$ cat src/rtl/fir_pkg.sv
// Shared definitions for the serial 11-tap FIR filter and its sample feeder.
// Holds the default sample width and frame length, the signed sample type,
// and the frame slot in which the feeder pops its next sample.
package fir_pkg;

  localparam int INPUT_WIDTH = 18;
  localparam int FRAME_LEN   = 16;

  // The counter value on whose exit edge the feeder loads o_data. The
  // filter latches o_data in the following (last) cycle of the frame.
  localparam int POP_SLOT = FRAME_LEN - 2;

  typedef logic signed [INPUT_WIDTH-1:0] sample_t;

endpackage

$ cat src/rtl/fir_sample_feeder_if.sv
// Upstream sample handshake into the feeder (valid/ready).
// Ports: i_data (sample), i_valid (upstream has a sample), o_ready (feeder can accept).
// A transfer happens on any rising clock edge where i_valid and o_ready are both high.
interface fir_sample_feeder_if;
  import fir_pkg::*;

  sample_t i_data;
  logic    i_valid;
  logic    o_ready;

  modport master (output i_data, output i_valid, input o_ready);
  modport slave  (input i_data, input i_valid, output o_ready);

endinterface

$ cat src/rtl/feeder_fifo.sv
// Synchronous FIFO buffering upstream samples for the feeder.
// Latency: a pushed word is readable on rdata_o the cycle after the push edge.
// Backpressure: full_o/empty_o/level_o are registered; push when full and pop when empty are ignored.
// Ports: clk_i, rst_i (async, active-high), push_i/wdata_i, pop_i/rdata_o (head word), full_o, empty_o, level_o.
module feeder_fifo #(
  parameter int WIDTH = 18,
  parameter int DEPTH = 8
) (
  input  logic                   clk_i,
  input  logic                   rst_i,
  input  logic                   push_i,
  input  logic [WIDTH-1:0]       wdata_i,
  input  logic                   pop_i,
  output logic [WIDTH-1:0]       rdata_o,
  output logic                   full_o,
  output logic                   empty_o,
  output logic [$clog2(DEPTH):0] level_o
);

  localparam int AW = $clog2(DEPTH);

  // One extra pointer bit tells full from empty; pointers wrap mod 2*DEPTH.
  logic [AW:0]      wr_ptr_q, wr_ptr_d;
  logic [AW:0]      rd_ptr_q, rd_ptr_d;
  logic [AW:0]      level_q, level_d;
  logic             full_q, empty_q;
  logic             push_ok, pop_ok;
  logic [WIDTH-1:0] mem_q [DEPTH];

  assign push_ok = push_i & ~full_q;
  assign pop_ok  = pop_i & ~empty_q;

  always_comb begin
    wr_ptr_d = wr_ptr_q + (AW+1)'(push_ok);
    rd_ptr_d = rd_ptr_q + (AW+1)'(pop_ok);
    level_d  = wr_ptr_d - rd_ptr_d;
  end

  // Flags are computed from next-state pointers so they come straight off flops.
  always_ff @(posedge clk_i or posedge rst_i) begin
    if (rst_i) begin
      wr_ptr_q <= '0;
      rd_ptr_q <= '0;
      level_q  <= '0;
      full_q   <= 1'b0;
      empty_q  <= 1'b1;
    end else begin
      wr_ptr_q <= wr_ptr_d;
      rd_ptr_q <= rd_ptr_d;
      level_q  <= level_d;
      full_q   <= (level_d == (AW+1)'(DEPTH));
      empty_q  <= (level_d == '0);
    end
  end

  always_ff @(posedge clk_i) begin
    if (push_ok) begin
      mem_q[wr_ptr_q[AW-1:0]] <= wdata_i;
    end
  end

  assign rdata_o = mem_q[rd_ptr_q[AW-1:0]];
  assign full_o  = full_q;
  assign empty_o = empty_q;
  assign level_o = level_q;

endmodule

$ cat src/rtl/fir_sample_feeder.sv
// Feeds the serial FIR one buffered sample per FRAME_LEN-clock frame, held stable while the filter latches it.
// Latency: a push is visible on o_data after 1 to FRAME_LEN*(o_level+1) clocks; o_sync marks the latch cycle.
// Backpressure: up.o_ready = not-full (registered); bursts up to FIFO_DEPTH are absorbed.
// Ports: i_clk, i_rst (async, active-high), up (slave: i_data/i_valid/o_ready), i_clr (clears o_underflow),
//        o_data, o_sync, o_level, o_underflow (sticky, set when a frame pops an empty FIFO).
// Build option: FEEDER_HOLD_EN -- on underflow o_data keeps its previous value instead of loading 0.
module fir_sample_feeder #(
  parameter int INPUT_WIDTH = fir_pkg::INPUT_WIDTH,
  parameter int FIFO_DEPTH  = 8,
  parameter int FRAME_LEN   = fir_pkg::FRAME_LEN
) (
  input  logic                          i_clk,
  input  logic                          i_rst,
  fir_sample_feeder_if.slave            up,
  input  logic                          i_clr,
  output logic signed [INPUT_WIDTH-1:0] o_data,
  output logic                          o_sync,
  output logic [$clog2(FIFO_DEPTH):0]   o_level,
  output logic                          o_underflow
);
  import fir_pkg::*;

  localparam int CW = $clog2(FRAME_LEN);
  localparam int LW = $clog2(FIFO_DEPTH) + 1;
  // Shared pop slot, tracking a locally overridden frame length.
  localparam int POP_AT = POP_SLOT + (FRAME_LEN - fir_pkg::FRAME_LEN);

  logic [CW-1:0]                 cnt_q, cnt_d;
  logic                          sync_q, sync_d;
  logic                          uf_q, uf_d;
  logic signed [INPUT_WIDTH-1:0] data_q, data_d;

  logic                          pop_evt;
  logic                          fifo_push, fifo_pop;
  logic                          fifo_full, fifo_empty;
  logic [INPUT_WIDTH-1:0]        fifo_rdata;
  logic [LW-1:0]                 fifo_level;

  // Pop fires on the edge leaving the pop slot, so o_data is loaded one
  // cycle before the filter latches it and is stable through that cycle.
  assign pop_evt   = (cnt_q == CW'(POP_AT));
  assign fifo_push = up.i_valid & ~fifo_full;
  // No bypass: a word pushed on the pop edge of an empty FIFO waits a frame.
  assign fifo_pop  = pop_evt & ~fifo_empty;
  assign up.o_ready = ~fifo_full;

  feeder_fifo #(
    .WIDTH (INPUT_WIDTH),
    .DEPTH (FIFO_DEPTH)
  ) u_fifo (
    .clk_i   (i_clk),
    .rst_i   (i_rst),
    .push_i  (fifo_push),
    .wdata_i (up.i_data),
    .pop_i   (fifo_pop),
    .rdata_o (fifo_rdata),
    .full_o  (fifo_full),
    .empty_o (fifo_empty),
    .level_o (fifo_level)
  );

  always_comb begin
    cnt_d = (cnt_q == CW'(FRAME_LEN - 1)) ? '0 : cnt_q + 1'b1;
    // Registered o_sync: high for exactly the cycle the counter sits at FRAME_LEN-1.
    sync_d = (cnt_d == CW'(FRAME_LEN - 1));

    data_d = data_q;
    if (pop_evt && !fifo_empty) begin
      data_d = fifo_rdata;
    end
`ifndef FEEDER_HOLD_EN
    else if (pop_evt) begin
      data_d = '0;
    end
`endif

    // An underflow on the same edge as i_clr takes priority.
    uf_d = uf_q;
    if (pop_evt && fifo_empty) begin
      uf_d = 1'b1;
    end else if (i_clr) begin
      uf_d = 1'b0;
    end
  end

  always_ff @(posedge i_clk or posedge i_rst) begin
    if (i_rst) begin
      cnt_q  <= '0;
      sync_q <= 1'b0;
      uf_q   <= 1'b0;
      data_q <= '0;
    end else begin
      cnt_q  <= cnt_d;
      sync_q <= sync_d;
      uf_q   <= uf_d;
      data_q <= data_d;
    end
  end

  assign o_data      = data_q;
  assign o_sync      = sync_q;
  assign o_level     = fifo_level;
  assign o_underflow = uf_q;

endmodule

$ cat src/flat_wrapper.sv
// flat-port wrapper written by rule: the top's interface ports become plain ports
module fir_sample_feeder_flat import fir_pkg::*;
#(
  parameter int INPUT_WIDTH = fir_pkg::INPUT_WIDTH,
  parameter int FIFO_DEPTH  = 8,
  parameter int FRAME_LEN   = fir_pkg::FRAME_LEN
)
  (i_clk, i_rst, i_clr, o_data, o_sync, o_level, o_underflow, up_i_data, up_i_valid, up_o_ready);
  fir_sample_feeder_if up_i ();
  input  logic i_clk;
  input  logic i_rst;
  input  logic i_clr;
  output logic signed [INPUT_WIDTH-1:0] o_data;
  output logic o_sync;
  output logic [$clog2(FIFO_DEPTH):0] o_level;
  output logic o_underflow;
  input wire logic [$bits(up_i.i_data)-1:0] up_i_data;
  input wire logic [$bits(up_i.i_valid)-1:0] up_i_valid;
  output wire logic [$bits(up_i.o_ready)-1:0] up_o_ready;
  assign up_i.i_data = up_i_data;
  assign up_i.i_valid = up_i_valid;
  assign up_o_ready = up_i.o_ready;
  fir_sample_feeder #(.INPUT_WIDTH(INPUT_WIDTH), .FIFO_DEPTH(FIFO_DEPTH), .FRAME_LEN(FRAME_LEN)) u_core (.i_clk(i_clk), .i_rst(i_rst), .up(up_i), .i_clr(i_clr), .o_data(o_data), .o_sync(o_sync), .o_level(o_level), .o_underflow(o_underflow));
endmodule
$ cat config.mk
export PLATFORM = sky130hd
export DESIGN_NAME = fir_sample_feeder_flat
export DESIGN_NICKNAME = d
export VERILOG_FILES = /design/src/rtl/fir_pkg.sv /design/src/rtl/fir_sample_feeder_if.sv /design/src/rtl/feeder_fifo.sv /design/src/rtl/fir_sample_feeder.sv /design/src/flat_wrapper.sv
export SDC_FILE = /design/constraint.sdc
export NUM_CORES = 1
export LEC_CHECK = 0
export ABC_AREA = 1
export CORE_AREA = 8 8 93 157
export DETAILED_ROUTE_END_ITERATION = 7
export DIE_AREA = 0 0 101 165
export PLACE_DENSITY = 0.79
export SKIP_LAST_GASP = 1
export SLEW_MARGIN = 10
export SYNTH_ARGS = -nofsm -noshare
export SYNTH_HDL_FRONTEND = slang
export SYNTH_SLANG_ARGS = --single-unit
$ cat constraint.sdc
create_clock -name i_clk -period 7.9 [get_ports i_clk]
set_input_delay 1.58 -clock i_clk [delete_from_list [all_inputs] [get_ports i_clk]]
set_output_delay 1.58 -clock i_clk [all_outputs]
set_load 0.01 [all_outputs]
Word-level counts from Yosys, hierarchy flattened
Memory sizes are Yosys's and may differ from the RTL's.
Index checks and enable logic that the tools add are counted.
W data, S select, Z words.
{"block": "totals", "ff_bits": 38, "latchBits": 0, "mem_bits_rw": 144, "rom_bits": 0, "in_bits": 22, "wordCells": 37, "n_memories": 1}
{"block": "op_classes", "add_sub_neg": 4, "multipliers": 0, "div": 0, "magnitude_cmp": 0, "eq_ne": 4, "n_shift": 0, "mux": 7, "bitwise_logic": 6, "reduce_logical": 6}
{"memory": "u_core.u_fifo.mem_q", "words": 8, "word_bits": 18, "read_ports": 1, "rd_clocked_by_memory_dff": 0, "write_ports": 1, "line": "feeder_fifo.sv:28", "rtl": "logic [WIDTH-1:0] mem_q [DEPTH];"}
{"operator": "$mux W18", "count": 2}
{"operator": "$eq A4 B4 Y1 const B", "count": 4}
{"operator": "$add A4 B1 Y4", "count": 2}
{"operator": "$add A4 B1 Y4 const B", "count": 1}
{"operator": "$and A1 B1 Y1", "count": 4}
{"operator": "$logic_not A4 Y1", "count": 1}
{"operator": "$mux W1", "count": 4}
{"operator": "$mux W4", "count": 1}
{"operator": "$reduce_bool A2 Y1", "count": 2}
{"operator": "$sub A4 B4 Y4", "count": 1}
{"operator": "$logic_and A1 B1 Y1", "count": 2}
{"operator": "$not A1 Y1", "count": 2}
{"operator": "$logic_not A1 Y1", "count": 1}

Longest topological paths before layout
{"block": "logic_depth", "word_depth": 6, "depth_mapped": 16}

By module
Synthesis repeated with hierarchy kept, for this count alone.
{"block": "hier_totals", "hier_cells": 645, "area_unflattened_um2": 7405.9}
{"module": "feeder_fifo", "instances": 1, "cells_each": 533, "area_per_inst_um2": 6409.9}
{"module": "fir_sample_feeder", "instances": 1, "cells_each": 112, "area_per_inst_um2": 996.0}

Worst setup path after synthesis
OpenSTA, ideal clock, no wires.
{"block": "synth_path", "path_kind": "input to register", "start": "input up_i_valid", "end": "register u_core.u_fifo.full_q, in the netlist u_core.u_fifo.full_o", "setup_ns": 0.117, "arrival_ns": 3.028, "slack_ns": 4.754, "stages": 12, "n_path_buf": 0, "cell_sequence": "inv_1 nor2_1 ha_1 ha_1 xor2_1 ha_1 a21oi_1 o21ai_1 inv_1 nand3_1 nand2_1 nor2_1"}
{"block": "synth_between", "elab_chain_len": 5}
{"element": "start: declaration", "line": "flat_wrapper.sv:18", "rtl": "input wire logic [$bits(up_i.i_valid)-1:0] up_i_valid;"}
{"element": "$and A1 B1 Y1", "line": "fir_sample_feeder.sv:42", "rtl": "assign fifo_push = up.i_valid & ~fifo_full;"}
{"element": "$and A1 B1 Y1", "line": "feeder_fifo.sv:30", "rtl": "assign push_ok = push_i & ~full_q;"}
{"element": "$add A4 B1 Y4", "line": "feeder_fifo.sv:34", "rtl": "wr_ptr_d = wr_ptr_q + (AW+1)'(push_ok);"}
{"element": "named net u_core.u_fifo.wr_ptr_d[2]", "line": "feeder_fifo.sv:23", "rtl": "logic [AW:0] wr_ptr_q, wr_ptr_d;"}
{"element": "$sub A4 B4 Y4", "line": "feeder_fifo.sv:36", "rtl": "level_d = wr_ptr_d - rd_ptr_d;"}
{"element": "$eq A4 B4 Y1", "line": "feeder_fifo.sv:51", "rtl": "full_q <= (level_d == (AW+1)'(DEPTH));"}
{"element": "end signal: assignment", "line": "feeder_fifo.sv:51"}
{"element": "end: declaration", "line": "feeder_fifo.sv:26", "rtl": "logic full_q, empty_q;"}
The timed path passes the listed nets, and every way through them passes these cells.
A chain may end at the register's enable or synchronous reset.

Worst setup path after layout
Same ends and word-level chain as after synthesis.

==> run summary <==
Inst Count DP: 796
Crit-path max FO: 4
Crit path time final: 3.46 ns
Met2 wire length: 8.66 mm
Async S/R FF share, synth: 20.9%
Post-synth EDFFs: 144
Remaining DRCs: 0
WL met3: 1.08 mm
Post-layout util: 67.8%
CTS H-tree lvls: 4
Final number of setup-violating endpoints: 0
Kind of critical path: in2reg
Initial core utilization: 58.7%
Mean Syn Cell Area: 12.2 sq um
Register area share after synthesis: 72.3%
Iteration-0 DRC Markers: 562
Area Overhead vs Synth: 15.5%
Top sig layer: met4
Initial antenna violation count: 0
Global-route wire length before repair: 25.1 mm
Routed length per placed instance: 19.5 um
Startpoint class of the critical path: input port
Gpl congestion: 0.819
Grt ovf: 0
Total design power: 3.01 mW
Yosys reg bits: 182
Synthesized area: 0.00730 sq mm
Final nets: 680
Detail Route Antenna Nets: 0
# clock sinks: 182
Distinct cells, synth: 27
DRT Wirelength: 16.1 mm
Die Y: 165 um
Die Wd: 101 um
Hold Violations, Final: 0
# resized after CTS: 0
Via count: 4,853
I/O pins: 47
Fin crit share: 43.8%
Num CTS Buffers: 17
Core area: 0.0124 sq mm
Crit path DAT: 3.78 ns
Worst rel slew slack: 32.1%
PD cells: 357 mW/mm^2
CTS max path bufs: 2
Setup TNS: 0 ns
Max_cap viols: 0
Share of cells above drive strength 1: 7.42%
Worst hold path class: reg2reg
Vias in the first global route: 4,910
Slew Viols, Final: 0
Rows: 54
DR pass1 iterations: 5
Routed met1 length: 5.88 mm
Synthesis Warnings: 0
Total Routing Usage GR: 20.3%
Syn_nets: 632
Hpwl dp: 9.33 mm
Post-Synthesis Cells: 599
Tightest Pin Transition: 1.02 ns
CTS tree: yes
Port buffer count: 46
Vias per cell: 5.86
Postcts setup bufs: 0
Final Non-Filler Cells: 828
Worst vdd ir: 0.000298 V
Hold-fix buffers, CTS: 0
Clock slew at reported path FFs: 0.07 ns
RSZ-0062 raised after global routing: no
Worst hold slack: 0.480 ns
Synth Flop Type: edfxtp_1
Die footprint: 0.0167 sq mm
Status: complete, no violations
Crit path capture type: flip-flop
Crit path required time: 8.22 ns
Worst Skew: 0.00864 ns
Max Freq: 0.289 GHz
# diodes: 0
Fillers: 865
Largest net degree at the start of global routing: 74
Pleak: 3.11 nW
Root Buffer: clkbuf_16
Clock Latency Late Sink: 0.43 ns
kinds of logic after synthesis:
group,share of synthesized area [%]
AOI/OAI and AO/OA,7.15
adders and majority gates,1.99
buffers and inverters,4.06
DFF,72.3
xor gates and xnor gates,0.360
and+or+nand+nor,14.1
state kept, by name, summed over array words and instances, names as in the netlist:
register,count
u_core.u_fifo.wr_ptr_q,4
u_core.u_fifo.full_o,1
u_core.u_fifo.mem_q,144
u_core.o_underflow,1
u_core.cnt_q,4
u_core.o_sync,1
u_core.u_fifo.rd_ptr_q,4
u_core.u_fifo.level_o,4
u_core.u_fifo.empty_o,1
u_core.o_data,18
metrics by stage:
stage	cell area, sq um	setup slack, ns
floorplan	7300	4.75
global placement	7870	4.13
detailed placement	7870	4.00
CTS	8430	4.45
global route	8430	4.27
finish	8430	4.44
worst paths after layout:
check | from | end | slack [ns] | cells after the start
setup / recovery | up_i_valid | u_core.u_fifo.full_o$_DFF_PP0_ | 4.44 | 13
hold / removal | u_core.o_data[4]$_DFFE_PP0P_ | u_core.o_data[4]$_DFFE_PP0P_ | 0.48 | 2
setup reg to reg | u_core.cnt_q[0]$_DFF_PP0_ | u_core.u_fifo.full_o$_DFF_PP0_ | 4.58 | 16
hold reg to reg | u_core.o_data[4]$_DFFE_PP0P_ | u_core.o_data[4]$_DFFE_PP0P_ | 0.48 | 2
max in group asynchronous | i_rst | u_core.o_data[0]$_DFFE_PP0P_ | 5.92 | 3
min in group asynchronous | i_rst | u_core.o_data[11]$_DFFE_PP0P_ | 1.59 | 3
cell type report:
cell class | count | area [sq um] | share of cell area, %
clock buffers | 19 | 433 | 5.13
clock inverters | 13 | 131 | 1.56
inverters | 27 | 104 | 1.23
multi-input cells | 361 | 1730 | 20.5
flip-flops and latches | 182 | 5280 | 62.6
well taps | 168 | 210 | 2.49
repair buffers | 58 | 551 | 6.53
synthesized netlist by cell type, drive strengths merged, types with 2 or more instances:
cell type  count  share of area [%]
edfxtp       144                 59
nor2         143                7.5
o21ai         75                5.1
nand2         61                3.2
nand3         44                3.0
dfrtp         37                 13
buf           28                2.6
inv           27                1.4
o211ai        18                1.9
ha            10                1.7
nand4          4               0.43
xor2           2               0.24
critical path, cell delays in order:
cell	delay (ns)
clkdlybuf4s50_1	0.45
inv_1	0.03
nor2_1	0.23
ha_1	0.27
ha_1	0.19
xor2_1	0.21
ha_1	0.30
a21oi_1	0.12
o21ai_1	0.10
inv_1	0.08
nand3_1	0.08
nand2_1	0.07
nor2_1	0.04
where the power goes:
group / switching [mW] / internal (mW) / total [mW]
combinational: 0.558 / 0.335 / 0.893
clock: 0.342 / 0.464 / 0.806
sequential: 0.0851 / 1.23 / 1.31
cells in the final DEF (no fill, tap or decap), types with 2 or more instances in the layout:
cell type / n
inv_1: 24
clkbuf_16: 17
edfxtp_1: 144
clkbuf_1: 2
clkdlybuf4s50_1: 46
inv_6: 2
nand4_1: 3
o21ai_0: 62
nand2_2: 2
ha_1: 10
clkinvlp_4: 3
dfrtp_1: 36
nand2_1: 59
nand3_1: 44
xor2_1: 2
o211ai_1: 18
o21ai_1: 13
nor2_1: 141
clkinv_1: 3
bufinv_16: 2
clkinv_2: 3
buf_4: 12
metal layers:
layer  GRT usage [%]  vias to the layer above
li1                -                     2180
met1            22.5                     2366
met2            35.3                      249
met3            4.22                       58
met4            11.7                        0
met5               0                        -
Power figures use the tool's default switching activity.
